==> src/rtl/seq_adder_sub.sv <==
// Multi-cycle adder/subtractor: processes SLICE bits of a WIDTH-bit operation per clock.
// Optional zero-result flag output enabled by defining SEQ_ADDER_ZERO_FLAG_EN.
module seq_adder_sub #(
    parameter int WIDTH = 16,
    parameter int SLICE = 4
) (
    input  logic             clk,
    input  logic             rst,
    input  logic             start,
    input  logic             sub,
    input  logic             cin,
    input  logic [WIDTH-1:0] a,
    input  logic [WIDTH-1:0] b,
    output logic [WIDTH-1:0] sum,
    output logic             cout,
    output logic             ovf,
    output logic             busy,
    output logic             done
`ifdef SEQ_ADDER_ZERO_FLAG_EN
    ,
    output logic             zero
`endif
);

    localparam int N  = WIDTH / SLICE;
    localparam int CW = (N > 1) ? $clog2(N) : 1;
    localparam logic [CW-1:0] LAST = CW'(N - 1);

    typedef enum logic [1:0] {
        IDLE,
        RUN,
        DONE
    } state_t;

    state_t           state_q, state_d;
    logic [WIDTH-1:0] a_q, a_d;
    logic [WIDTH-1:0] b_q, b_d;
    logic [WIDTH-1:0] sum_q, sum_d;
    logic             carry_q, carry_d;
    logic             cout_q, cout_d;
    logic             ovf_q, ovf_d;
    logic [CW-1:0]    cnt_q, cnt_d;
    logic             accept;
    logic             last;
    logic [SLICE-1:0] a_sl, b_sl;
    logic [SLICE:0]   sl_res;
`ifdef SEQ_ADDER_ZERO_FLAG_EN
    logic             zero_q, zero_d;
`endif

    // A request is only taken while no operation is in flight (IDLE or DONE).
    assign accept = start && (state_q != RUN);
    assign last   = (state_q == RUN) && (cnt_q == LAST);

    always_ff @(posedge clk) begin
        if (rst) begin
            state_q <= IDLE;
        end else begin
            state_q <= state_d;
        end
    end

    always_comb begin
        state_d = state_q;
        case (state_q)
            IDLE:    if (start) state_d = RUN;
            RUN:     if (last)  state_d = DONE;
            DONE:    state_d = start ? RUN : IDLE;
            default: state_d = IDLE;
        endcase
    end

    always_comb begin
        busy = 1'b0;
        done = 1'b0;
        case (state_q)
            RUN:     busy = 1'b1;
            DONE:    done = 1'b1;
            default: ;
        endcase
    end

    always_comb begin
        a_sl = '0;
        b_sl = '0;
        for (int unsigned i = 0; i < N; i++) begin
            if (cnt_q == CW'(i)) begin
                a_sl = a_q[i*SLICE +: SLICE];
                b_sl = b_q[i*SLICE +: SLICE];
            end
        end
        sl_res = {1'b0, a_sl} + {1'b0, b_sl} + {{SLICE{1'b0}}, carry_q};
    end

    always_comb begin
        a_d     = a_q;
        b_d     = b_q;
        sum_d   = sum_q;
        carry_d = carry_q;
        cout_d  = cout_q;
        ovf_d   = ovf_q;
        cnt_d   = cnt_q;
`ifdef SEQ_ADDER_ZERO_FLAG_EN
        zero_d  = zero_q;
`endif
        if (accept) begin
            a_d     = a;
            b_d     = sub ? ~b : b;
            carry_d = sub ? 1'b1 : cin;
            cnt_d   = '0;
            sum_d   = '0;
        end else if (state_q == RUN) begin
            for (int unsigned i = 0; i < N; i++) begin
                if (cnt_q == CW'(i)) begin
                    sum_d[i*SLICE +: SLICE] = sl_res[SLICE-1:0];
                end
            end
            carry_d = sl_res[SLICE];
            cnt_d   = cnt_q + CW'(1);
            // Flags use the sum including the slice being written on this edge.
            if (last) begin
                cout_d = sl_res[SLICE];
                ovf_d  = (a_q[WIDTH-1] == b_q[WIDTH-1]) && (sum_d[WIDTH-1] != a_q[WIDTH-1]);
`ifdef SEQ_ADDER_ZERO_FLAG_EN
                zero_d = (sum_d == '0);
`endif
            end
        end
    end

    always_ff @(posedge clk) begin
        if (rst) begin
            a_q     <= '0;
            b_q     <= '0;
            sum_q   <= '0;
            carry_q <= 1'b0;
            cout_q  <= 1'b0;
            ovf_q   <= 1'b0;
            cnt_q   <= '0;
`ifdef SEQ_ADDER_ZERO_FLAG_EN
            zero_q  <= 1'b0;
`endif
        end else begin
            a_q     <= a_d;
            b_q     <= b_d;
            sum_q   <= sum_d;
            carry_q <= carry_d;
            cout_q  <= cout_d;
            ovf_q   <= ovf_d;
            cnt_q   <= cnt_d;
`ifdef SEQ_ADDER_ZERO_FLAG_EN
            zero_q  <= zero_d;
`endif
        end
    end

    assign sum  = sum_q;
    assign cout = cout_q;
    assign ovf  = ovf_q;
`ifdef SEQ_ADDER_ZERO_FLAG_EN
    assign zero = zero_q;
`endif

endmodule

==> config.mk <==
export PLATFORM = sky130hd
export DESIGN_NAME = seq_adder_sub
export DESIGN_NICKNAME = d
export VERILOG_FILES = /design/src/rtl/seq_adder_sub.sv
export SDC_FILE = /design/constraint.sdc
export NUM_CORES = 1
export LEC_CHECK = 0
export CAP_MARGIN = 20
export CORE_MARGIN = 4
export CORE_UTILIZATION = 51
export CTS_BUF_LIST = sky130_fd_sc_hd__clkbuf_8
export DETAILED_ROUTE_END_ITERATION = 8
export GPL_TIMING_DRIVEN = 1
export PLACE_DENSITY_LB_ADDON = 0.1
export SYNTH_ARGS = -nofsm -noshare
export SYNTH_HDL_FRONTEND = slang
export SYNTH_SLANG_ARGS = --single-unit
==> constraint.sdc <==
create_clock -name clk -period 5.3 [get_ports clk]
set_clock_uncertainty 0.1 [all_clocks]
set_input_delay 1.06 -clock clk [delete_from_list [all_inputs] [get_ports clk]]
set_output_delay 1.06 -clock clk [all_outputs]
set_load 0.01 [all_outputs]
==> summary.md <==
| Metric | Value |
|---|---|
| Wirelength, routed | `5.18 mm` |
| DP Wirelength | `3.77 mm` |
| Seq/Total Area, Yosys | `43.1%` |
| Status | `completed` |
| M1 WL | `2.41 mm` |
| Number of diodes | `0` |
| Slew @ Worst Pin | `0.877 ns` |
| Routed len/inst | `12.2 um` |
| Max VDD drop | `0.169 mV` |
| Number of global-route vias before repair | `1983` |
| CTS max path bufs | `2` |
| Ys Warns | `0` |
| DR WL met2 | `2.41 mm` |
| Distinct cells, synth | `26` |
| # DRC | `0` |
| Required time of the critical path | `5.43 ns` |
| Post-Syn Instances | `314` |
| Post-CTS setup repair buffer count | `0` |
| Register area | `1100 sq um` |
| Final Max Slew Viols | `0` |
| RePlAce Congestion | `0.833` |
| Tmin final | `3.08 ns` |
| CP Class | `register to register` |
| Share of cells above drive strength 1 | `4.48%` |
| Pwr per Cell Area | `284 nW/um^2` |
| Die W | `78.7 um` |
| Clk_lat worst skew | `0.31 ns` |
| Overall Global Routing Usage | `18.0%` |
| Starting Density | `53.3%` |
| Cts hold-fix bufs | `0` |
| Mapped cell area | `2550 sq um` |
| Worst slew margin | `41.4%` |
| F_max | `0.325 GHz` |
| H-tree Lvls | `2` |
| Die height | `78.7 um` |
| Layout overhead on the synthesized area | `27.1%` |
| Clk slew on worst S/H paths | `0.10 ns` |
| Post-synthesis register bit count | `55` |
| Setup Viol. Count Final | `0` |
| First-pass GRT wire length | `9.03 mm` |
| Worst Path Max Fanout | `18` |
| Min-delay src | `sum[13]` |
| Leakage | `1.13 nW` |
| Final Cycle Share | `58.1%` |
| CTS tree | `done` |
| Crit. End Element | `register` |
| Setup_tns | `0 ns` |
| Fillers | `411` |
| WHS | `0.357 ns` |
| CP Launch Type | `register` |
| Drt first pass iters | `4` |
| Post-Syn Nets | `360` |
| DR WL met3 | `292 um` |
| CTS resizes | `0` |
| Core ar. | `4790 sq um` |
| Max-Cap Viols | `0` |
| Cell Rows | `25` |
| # IOs | `57` |
| RSZ-0062 raised after global routing | `false` |
| CTS Buf Count | `5` |
| Die ar. | `6200 sq um` |
| FF-to-FF Start | `cnt_q[1]` |
| Vias/cell | `5.10` |
| Congestion Overflow GR | `0` |
| Root buf cell | `clkbuf_8` |
| Crit path launch | `cnt_q[1]` |
| Worst EP arrival | `3.21 ns` |
| Pin count of the biggest net entering global routing | `49` |
| Top Metal Used | `met4` |
| Post-DRT Antenna Nets | `0` |
| Initial antenna violation count | `0` |
| Routed via count | `2163` |
| Initial DRC count | `70` |
| IO Port Bufs | `56` |
| Hold crit path type | `register to register` |
| Area of the multi-input gates | `1330 sq um` |
| Fin. Hold Viols | `0` |
| CTS sink cnt | `55` |
| Layout Nets | `402` |
| Avg Cell Area, Syn | `8.13 sq um` |
[registers in the layout, summed over array words and instances, names as in the netlist]
name and cells:
cnt_q 2, state_q 2, cout 1, a_q 16, b_q 16, carry_q 1, sum 16, ovf 1
[routing by layer]
metal,GRT usage [%],up-vias
met5,0,-
met4,6.12,0
met3,4.42,8
met2,29.2,57
met1,23.2,957
li1,-,1141
[final cells by class]
type	count	share of cell area (%)
clock buffers	5	2.12
clock inverters	3	1.97
inverters	5	0.578
multi-input cells	231	41.1
flip-flops and latches	55	33.9
well taps	67	2.58
repair buffers	58	17.7
[cells by family (layout without fill, tap and decap cells)]
| kind of cell | count (synthesis) | count (layout) | share of synthesized area (%) |
|---|---|---|---|
| mux | 4 | 4 | 1.57 |
| buf+inv | 28 | 71 | 4.76 |
| simple gates | 121 | 121 | 21.1 |
| compound gates | 79 | 79 | 18.3 |
| flops | 55 | 55 | 43.1 |
| fa+ha+maj | 9 | 9 | 5.00 |
| xor+xnor | 18 | 18 | 6.18 |
[stage by stage]
| step | power, mW | utilization [%] | area (sq um) | setup slack (ns) | instances |
|---|---|---|---|---|---|
| 2_1_floorplan | 0.552 | - | 2550 | 2.41 | 314 |
| 3_3_place_gp | 0.604 | 65.0 | 3110 | 2.23 | 416 |
| 3_5_place_dp | 0.607 | 65.0 | 3110 | 2.21 | 416 |
| 4_1_cts | 0.924 | 67.8 | 3240 | 2.21 | 424 |
| 5_1_grt | 0.963 | 67.8 | 3240 | 1.95 | 424 |
| 6_report | 0.921 | 67.8 | 3240 | 2.22 | 424 |
[synth_stat cells]
cell type	count	area, sq um
mux2i_1	4	40.0
a211oi_1	25	188
nor2_1	35	131
fa_1	2	40.0
a311oi_1	1	8.76
a21oi_1	43	215
inv_1	5	18.8
nand2b_1	2	12.5
ha_1	7	87.6
xnor2_1	18	158
o211ai_1	1	7.51
and2_1	4	25.0
and3_2	1	7.51
dfxtp_1	55	1100
clkbuf_1	12	45.0
and3b_1	2	17.5
nand3b_1	7	52.6
or3_2	4	30.0
nor2b_1	2	12.5
and2b_2	1	8.76
buf_2	10	50.1
o21bai_1	1	7.51
or4_1	1	7.51
nand2_1	62	233
buf_4	1	7.51
o21ai_0	8	40.0
[path summary, 6_finish.rpt]
check             to  slack (ns)  cells past startpoint
max              ovf        2.22                     11
min          sum[13]        0.36                      2
max reg2reg      ovf        2.22                     11
min reg2reg  sum[13]        0.36                      2
[worst max-delay path: stages (launching register included)]
cell      delay (ns)
dfxtp_1         0.36
inv_1           0.08
ha_1            0.36
nand3b_1        0.24
a21oi_1         0.17
a21oi_1         0.06
o21ai_0         0.36
ha_1            0.31
nand3b_1        0.10
a21oi_1         0.13
or4_1           0.48
a311oi_1        0.25
[power by group]
group          switching (mW)  internal (mW)
combinational          0.0756         0.0729
sequential             0.0132          0.435
clock                   0.137          0.187
total                   0.226          0.695
[placed cells by master, fill, tap and decap left out]
| cell type | count |
|---|---|
| inv_1 | 6 |
| a211oi_1 | 25 |
| mux2i_1 | 4 |
| buf_4 | 2 |
| and3_2 | 1 |
| or3_2 | 4 |
| and2b_2 | 1 |
| xnor2_1 | 18 |
| or4_1 | 1 |
| clkbuf_8 | 5 |
| o21bai_1 | 1 |
| nand2b_1 | 2 |
| and2_1 | 4 |
| a311oi_1 | 1 |
| fa_1 | 2 |
| nor2b_1 | 1 |
| ha_1 | 7 |
| a21oi_1 | 43 |
| and3b_1 | 2 |
| dfxtp_1 | 55 |
| clkdlybuf4s50_1 | 56 |
| nor2b_2 | 1 |
| o21ai_0 | 8 |
| nand3b_1 | 7 |
| nand2_1 | 62 |
| o211ai_1 | 1 |
| bufinv_16 | 2 |
| nor2_1 | 35 |
Power figures use the tool's default switching activity.
